[src/rtl/multiword_add_seq.sv]
// multiword_add_seq: adds two WORDS x 16-bit operands one chunk per cycle, LSB chunk first,
// through a single ripple_carry_adder_16 with the chunk carry registered between cycles.
module ripple_carry_adder_16 (
    input  logic [15:0] a,
    input  logic [15:0] b,
    input  logic        cin,
    output logic [15:0] sum,
    output logic        cout
);
    logic [16:0] c;
    assign c[0] = cin;
    genvar i;
    generate
        for (i = 0; i < 16; i++) begin : g_fa
            assign sum[i]   = a[i] ^ b[i] ^ c[i];
            assign c[i + 1] = (a[i] & b[i]) | (c[i] & (a[i] ^ b[i]));
        end
    endgenerate
    assign cout = c[16];
endmodule

module multiword_add_seq #(
    parameter int WORDS = 4
) (
    input  logic                clk,
    input  logic                rst,
    input  logic                start,
    input  logic [16*WORDS-1:0] a,
    input  logic [16*WORDS-1:0] b,
    input  logic                cin,
    output logic                ready,
    output logic                busy,
    output logic                done,
    output logic [16*WORDS-1:0] sum,
    output logic                cout,
    output logic                overflow
);
    localparam int W  = 16 * WORDS;
    localparam int IW = $clog2(WORDS);

    typedef enum logic [1:0] {IDLE, ADD, DONE} state_t;

    state_t          state_q, state_d;
    logic [W-1:0]    a_q, a_d, b_q, b_d, work_q, work_d, sum_q, sum_d;
    logic [IW-1:0]   idx_q, idx_d;
    logic            carry_q, carry_d, cout_q, cout_d, ovf_q, ovf_d;
    logic [15:0]     add_s;
    logic            add_c, last;

    ripple_carry_adder_16 u_add (
        .a    (a_q[16*idx_q +: 16]),
        .b    (b_q[16*idx_q +: 16]),
        .cin  (carry_q),
        .sum  (add_s),
        .cout (add_c)
    );

    assign last     = idx_q == IW'(WORDS - 1);
    assign ready    = state_q != ADD;
    assign busy     = state_q == ADD;
    assign done     = state_q == DONE;
    assign sum      = sum_q;
    assign cout     = cout_q;
    assign overflow = ovf_q;

    always_comb begin
        state_d = state_q;
        a_d     = a_q;
        b_d     = b_q;
        carry_d = carry_q;
        idx_d   = idx_q;
        work_d  = work_q;
        sum_d   = sum_q;
        cout_d  = cout_q;
        ovf_d   = ovf_q;
        if (state_q != ADD && start) begin
            a_d     = a;
            b_d     = b;
            carry_d = cin;
            idx_d   = '0;
            state_d = ADD;
        end else if (state_q == DONE) begin
            state_d = IDLE;
        end else if (state_q == ADD) begin
            work_d[16*idx_q +: 16] = add_s;
            carry_d = add_c;
            idx_d   = last ? idx_q : idx_q + IW'(1);
            if (last) begin
                // the final chunk comes straight from the adder, not from work_q
                state_d = DONE;
                sum_d   = work_d;
                cout_d  = add_c;
                ovf_d   = (a_q[W-1] == b_q[W-1]) && (work_d[W-1] != a_q[W-1]);
            end
        end
    end

    always_ff @(posedge clk) begin
        if (rst) begin
            state_q <= IDLE;
            a_q     <= '0;
            b_q     <= '0;
            carry_q <= 1'b0;
            idx_q   <= '0;
            work_q  <= '0;
            sum_q   <= '0;
            cout_q  <= 1'b0;
            ovf_q   <= 1'b0;
        end else begin
            state_q <= state_d;
            a_q     <= a_d;
            b_q     <= b_d;
            carry_q <= carry_d;
            idx_q   <= idx_d;
            work_q  <= work_d;
            sum_q   <= sum_d;
            cout_q  <= cout_d;
            ovf_q   <= ovf_d;
        end
    end
endmodule
[config.mk]
export PLATFORM = sky130hd
export DESIGN_NAME = multiword_add_seq
export DESIGN_NICKNAME = d
export VERILOG_FILES = /design/src/rtl/multiword_add_seq.sv
export SDC_FILE = /design/constraint.sdc
export NUM_CORES = 1
export LEC_CHECK = 0
export BUFFER_PORTS_ARGS = -buffer_cell sky130_fd_sc_hd__buf_2
export CORE_MARGIN = 2
export CORE_UTILIZATION = 40
export CTS_BUF_LIST = sky130_fd_sc_hd__clkbuf_2 sky130_fd_sc_hd__clkbuf_4 sky130_fd_sc_hd__clkbuf_8
export DETAILED_ROUTE_END_ITERATION = 10
export PLACE_DENSITY = 0.57
export REMOVE_ABC_BUFFERS = 1
export SYNTH_ARGS = -nofsm -noshare
export SYNTH_HDL_FRONTEND = slang
export SYNTH_SLANG_ARGS = --single-unit
export TNS_END_PERCENT = 30
[constraint.sdc]
create_clock -name clk -period 11.3 [get_ports clk]
set_clock_uncertainty 0.15 [all_clocks]
set_input_delay 1.13 -clock clk [delete_from_list [all_inputs] [get_ports clk]]
set_output_delay 1.13 -clock clk [all_outputs]
set_load 0.005 [all_outputs]
[After elaboration in Yosys (flattened, before gate mapping)]
Index checks and enable logic that the tools add are counted.
Widths: inputs -> output; s select.
Word-level totals
  logic and storage cells: 127
  output and inout bits: 69
  input port bits: 132
  register bits: 263
Operators by class
  reduce and logical (&&, ||, !) cells: 13
  bitwise operators: 83
  add/sub/neg operators: 2
  shift-type cells: 4
  mux-type cells: 8
  equal/unequal tests: 7
Operators by type and width (number)
  $shiftx 64x7->16: 2
  $bwmux 64: 1
  $shift 16x34->64 const A: 1
  $shiftx 16x34->64: 1
  $neg 6->34: 1
  $and 1x1->1: 32
  $xor 1x1->1: 32
  $or 1x1->1: 16
  $mux 1: 7
  $reduce_and 2->1: 3
  $reduce_and 3->1: 2
  $reduce_bool 3->1: 2
  $eq 2x2->1 const B: 2
  $ne 2x1->1 const B: 2
  $reduce_and 4->1: 1
  $not 1->1: 3
  $reduce_or 3->1: 1
  $add 2x1->2 const B: 1
  $eq 2x1->1 const B: 1
  $logic_and 1x1->1: 2
  $reduce_bool 2->1: 1
  $reduce_or 2->1: 1
  $eq 1x1->1: 1
  $ne 1x1->1: 1

[Logic depth before layout (Yosys ltp)]
  word-level depth: 37
  gate-level depth with buffers: 26

[Hierarchy]
Synthesis repeated with hierarchy kept, for this count alone.
Unflattened totals
  cells, all modules: 1281
  area total of the unflattened synthesis: 11284.6 µm²
Modules (own cells, without submodules)
  multiword_add_seq: instances 1, seq. area each 5265.0 µm², cells each 1255, area an instance 10926.7 µm²
  ripple_carry_adder_16: instances 1, seq. area each 0.0 µm², cells each 26, area an instance 357.8 µm²

[Worst setup path after synthesis]
OpenSTA, ideal clock, no wires.
  path type: flip-flop to flip-flop
  from: reg idx_q[1]
  to: reg sum_q[63] (netlist: sum[63])
  library setup time: 0.134 ns
  buffers on the path: 2
  arrival: 7.729 ns
  clock period less this slack: 8.013 ns
  setup slack: 3.287 ns
  stages on the path, launching flop included: 27
  cells stage by stage: dfxtp_1 -> buf_2 -> buf_1 -> mux4_2 -> inv_1 -> fa_1 -> fa_1 -> fa_1 -> fa_1 -> fa_1 -> fa_1 -> fa_1 -> fa_1 -> fa_1 -> fa_1 -> fa_1 -> fa_1 -> fa_1 -> inv_1 -> fa_1 -> inv_1 -> fa_1 -> inv_1 -> fa_1 -> and4bb_2 -> mux2i_1 -> a211oi_1
Between the ends
  longest elaborated chain between the ends: 35
  elaborated cells between the ends (all ways): 85
  those cells by class: add/sub: 1; eq/ne: 1; shift: 4; mux: 1; bitwise: 77; reduce/logical: 1
RTL lines
  from (decl): RTL line 45  | logic [IW-1:0] idx_q, idx_d;
  from (signal assigned): RTL line 114  | idx_q <= idx_d;
  $shiftx 64x7->16, on equally long branches: RTL line 51, 52
  $xor 1x1->1: RTL line 15, 16
  $and 1x1->1: RTL line 16  | assign c[i + 1] = (a[i] & b[i]) | (c[i] & (a[i] ^ b[i]));
  $or 1x1->1: RTL line 16
  $and 1x1->1: RTL line 16
  $or 1x1->1: RTL line 16
  $and 1x1->1: RTL line 16
  $or 1x1->1: RTL line 16
  (+19 left out)
  $or 1x1->1: RTL line 16
  $and 1x1->1: RTL line 16
  $or 1x1->1: RTL line 16
  $and 1x1->1: RTL line 16
  $or 1x1->1: RTL line 16
  $xor 1x1->1: RTL line 15  | assign sum[i] = a[i] ^ b[i] ^ c[i];
  $shiftx 16x34->64: RTL line 85  | work_d[16*idx_q +: 16] = add_s;
  $bwmux 64: RTL line 85
  to (signal assigned): RTL line 116  | sum_q <= sum_d;
  to (decl): RTL line 44  | logic [W-1:0] a_q, a_d, b_q, b_d, work_q, work_d, sum_q, sum_d;
Several ways; a longest one is shown, not always the timed one.
A chain may end at the register's enable or synchronous reset.

[Worst setup path in the final report]
  from: reg idx_q[1]
  to: reg work_q[63]
Between the ends
  longest elaborated chain between the ends: 35
  elaborated cells between the ends (all ways): 83
  those cells by class: add/sub: 1; shift: 4; mux: 1; bitwise: 77
RTL lines
  $shiftx 64x7->16, on equally long branches: RTL line 51, 52
  $xor 1x1->1: RTL line 15, 16
  $and 1x1->1: RTL line 16
  $or 1x1->1: RTL line 16
  $and 1x1->1: RTL line 16
  $or 1x1->1: RTL line 16
  $and 1x1->1: RTL line 16
  $or 1x1->1: RTL line 16
  (+19 left out)
  $or 1x1->1: RTL line 16
  $and 1x1->1: RTL line 16
  $or 1x1->1: RTL line 16
  $and 1x1->1: RTL line 16
  $or 1x1->1: RTL line 16
  $xor 1x1->1: RTL line 15
  $shiftx 16x34->64: RTL line 85
  $bwmux 64 *: RTL line 85
  to (signal assigned): RTL line 115  | work_q <= work_d;
  to (decl): RTL line 44
Mark *: on every way between the ends. The rest lies on a longest branch, timed or not.

==> results.json <==
{
  "outcome": "completed",
  "drt_iter0_drc": 692,
  "grt_max_degree": 100,
  "tightest_slew_ns": 1.125,
  "dr.pass1.iters": 5,
  "postCtsSetupRepairBufs": 0,
  "grt_antenna_before_repair": 0,
  "ir_drop_v": 0.00007452,
  "fin_tns_setup_ns": 0,
  "ant_nets": 0,
  "cts_sinks": 263,
  "cts_resized": 0,
  "path_class": "reg2reg",
  "yosysMostFrequentCell": "nand2_1",
  "path_max_fanout": 37,
  "core_mm2": 0.02771,
  "htreeDepth": 2,
  "start_util_pct": 40.48,
  "maxSlewHeadroom_pct": 24.86,
  "nFillCells": 2770,
  "cts_buffers": 45,
  "ys.flop_type": "dfxtp_1",
  "drive_gt1_share_pct": 22.30,
  "reg2regPathDepth": 25,
  "area_growth_syn_to_layout_pct": 16.50,
  "hp-class": "reg2reg",
  "finalCriticalPeriod_ns": 8.527,
  "vias": 9483,
  "finalHoldViolCount": 0,
  "synth-edff-count": 0,
  "avgViaCountPerCell": 5.129,
  "clk_path_buf_depth": 3,
  "fmax_mhz": 117.3,
  "min_period_over_period_pct": 75.46,
  "synth-seq-cells": 263,
  "syn-instance-count": 1303,
  "avgSynthCellArea_um2": 8.607,
  "grt_pass1_vias": 8728,
  "async_reset_ff_share_pct": 0,
  "clockRootBuffer": "clkbuf_8",
  "num_rows": 61,
  "required_ns": 11.52,
  "fp.dieW_um": 171.4,
  "cp-startpoint": "idx_q[1]",
  "rsz0062_at_grt": "no",
  "dp_hpwl_um": 19320,
  "synth.top_cell.area_share_pct": 46.95,
  "r2r_end": "work_q[63]",
  "p_total_mw": 2.075,
  "io_pins": 201,
  "yosysSeqAreaShare_pct": 46.95,
  "synthTopCellsByArea": "dfxtp_1, nand2_1, a21oi_1",
  "cp-endpoint": "work_q[63]",
  "r2r_setup_slack_ns": 2.77,
  "slew_viol_final": 0,
  "clkTransAtPathRegs_ns": 0.06,
  "finalWirelength_um": 29970,
  "synth_commonest_cells": "nand2_1, dfxtp_1, a21oi_1",
  "die_area_mm2": 0.02939,
  "end_kind": "register",
  "crit_arrival_ns": 8.75,
  "grt_pass1_wl_um": 47000,
  "power.density_mw_per_mm2": 158.8,
  "netlist_area_mm2": 0.01121,
  "startpoint_type": "register",
  "cts_tree": "yes",
  "setup_viol": 0,
  "overflow": 0,
  "insertion_delay_ns": 0.54,
  "io_buffers": 200,
  "track_usage_pct": 20.02,
  "r2r-start": "idx_q[1]",
  "route.detailed.drc": 0,
  "p_leak_nw": 5.148,
  "layout.nets": 1600,
  "synth_top_cell_by_area": "dfxtp_1",
  "synthDistinctLibCells": 40,
  "die_y_um": 171.4,
  "gp_congestion": 0.7750,
  "yosysWarnings": 0,
  "ctsHoldBuffers": 0,
  "maxCapViolCount": 0,
  "insertedDiodeCount": 0,
  "avgRoutedWirePerCell_um": 16.21
}
==> area by class of cell <==
cell class / instances / area (um^2) / share of cell area, %
well taps: 378 / 473.0 / 3.620
clock buffers: 68 / 823.3 / 6.301
inverters: 55 / 206.4 / 1.580
clock inverters: 6 / 80.08 / 0.6129
repair buffers: 208 / 1070 / 8.188
multi-input cells: 871 / 5142 / 39.36
flip-flops and latches: 263 / 5270 / 40.34
==> per-layer routing <==
layer  track usage, %  part of all wire, %
met1            29.84                   48
met2            30.00                   45
met3            3.428                  5.8
met4            4.937                  1.7
met5                0                    0
==> sequential cells by signal, summed over array words and instances (netlist names) <==
register / cells
a_q: 64
b_q: 64
sum: 64
work_q: 64
idx_q: 2
state_q: 2
carry_q: 1
cout: 1
overflow: 1
==> stage by stage <==
| step | hold slack [ns] | utilization (%) | std cells | setup WS, ns | cell area [um^2] |
|---|---|---|---|---|---|
| after CTS | 0.3009 | 47.16 | 1849 | 2.726 | 13070 |
| after global placement | 0.2884 | 43.90 | 1775 | 2.796 | 12160 |
| final | 0.2986 | 47.16 | 1849 | 2.773 | 13070 |
| after global routing | 0.3144 | 47.16 | 1849 | 2.461 | 13070 |
| after floorplan | 0.2759 | - | 1189 | 2.084 | 10600 |
| after detailed placement | 0.2933 | 43.90 | 1775 | 2.763 | 12160 |
==> worst max-delay path: stages (launching register included) <==
cell and delay [ns]:
dfxtp_2 0.31, buf_4 0.46, mux4_2 0.30, inv_1 0.06, fa_1 0.40, fa_1 0.45, fa_1 0.44, fa_1 0.40
fa_1 0.39, fa_1 0.39, fa_1 0.40, fa_1 0.39, fa_1 0.41, fa_1 0.40, fa_1 0.39, fa_1 0.40
fa_1 0.38, inv_1 0.07, fa_1 0.15, inv_1 0.05, fa_1 0.35, inv_1 0.08, fa_1 0.54, and4bb_2 0.31
mux2i_1 0.19, a211oi_1 0.10
==> cell families after synthesis <==
family	share of synthesized area (%)
simple gates	20.80
mux	6.694
fa+ha+maj	3.749
compound gates	14.41
flops	46.95
buf+inv	7.319
xor+xnor	0.07811
==> how the worst min path moves through the flow <==
stage / start / end / depth (start not counted)
CTS: work_q[44] / work_q[44] / 2
floorplan: work_q[0] / work_q[0] / 2
global placement: work_q[38] / work_q[38] / 2
global route: work_q[46] / work_q[46] / 2
detailed placement: work_q[27] / work_q[27] / 2
finish: a_q[53] / a_q[53] / 2
==> layout by cell type (no fill, tap or decap), types with 16 or more instances in the layout <==
master      n
mux4_2     32
buf_2     199
nor3_1     65
a221oi_1   59
nor2_1     70
a21oi_1   192
dfxtp_1   261
nand3_1    62
clkbuf_4   18
inv_1      55
clkbuf_8   51
fa_1       16
nand2_1   324
==> where the power goes <==
group / switching [mW] / total, mW / internal, mW
sequential: 0.0176 / 0.979 / 0.961
clock: 0.366 / 0.872 / 0.506
combinational: 0.152 / 0.224 / 0.0725
total: 0.535 / 2.07 / 1.54
Note: power is estimated with default switching activity, not from simulation.
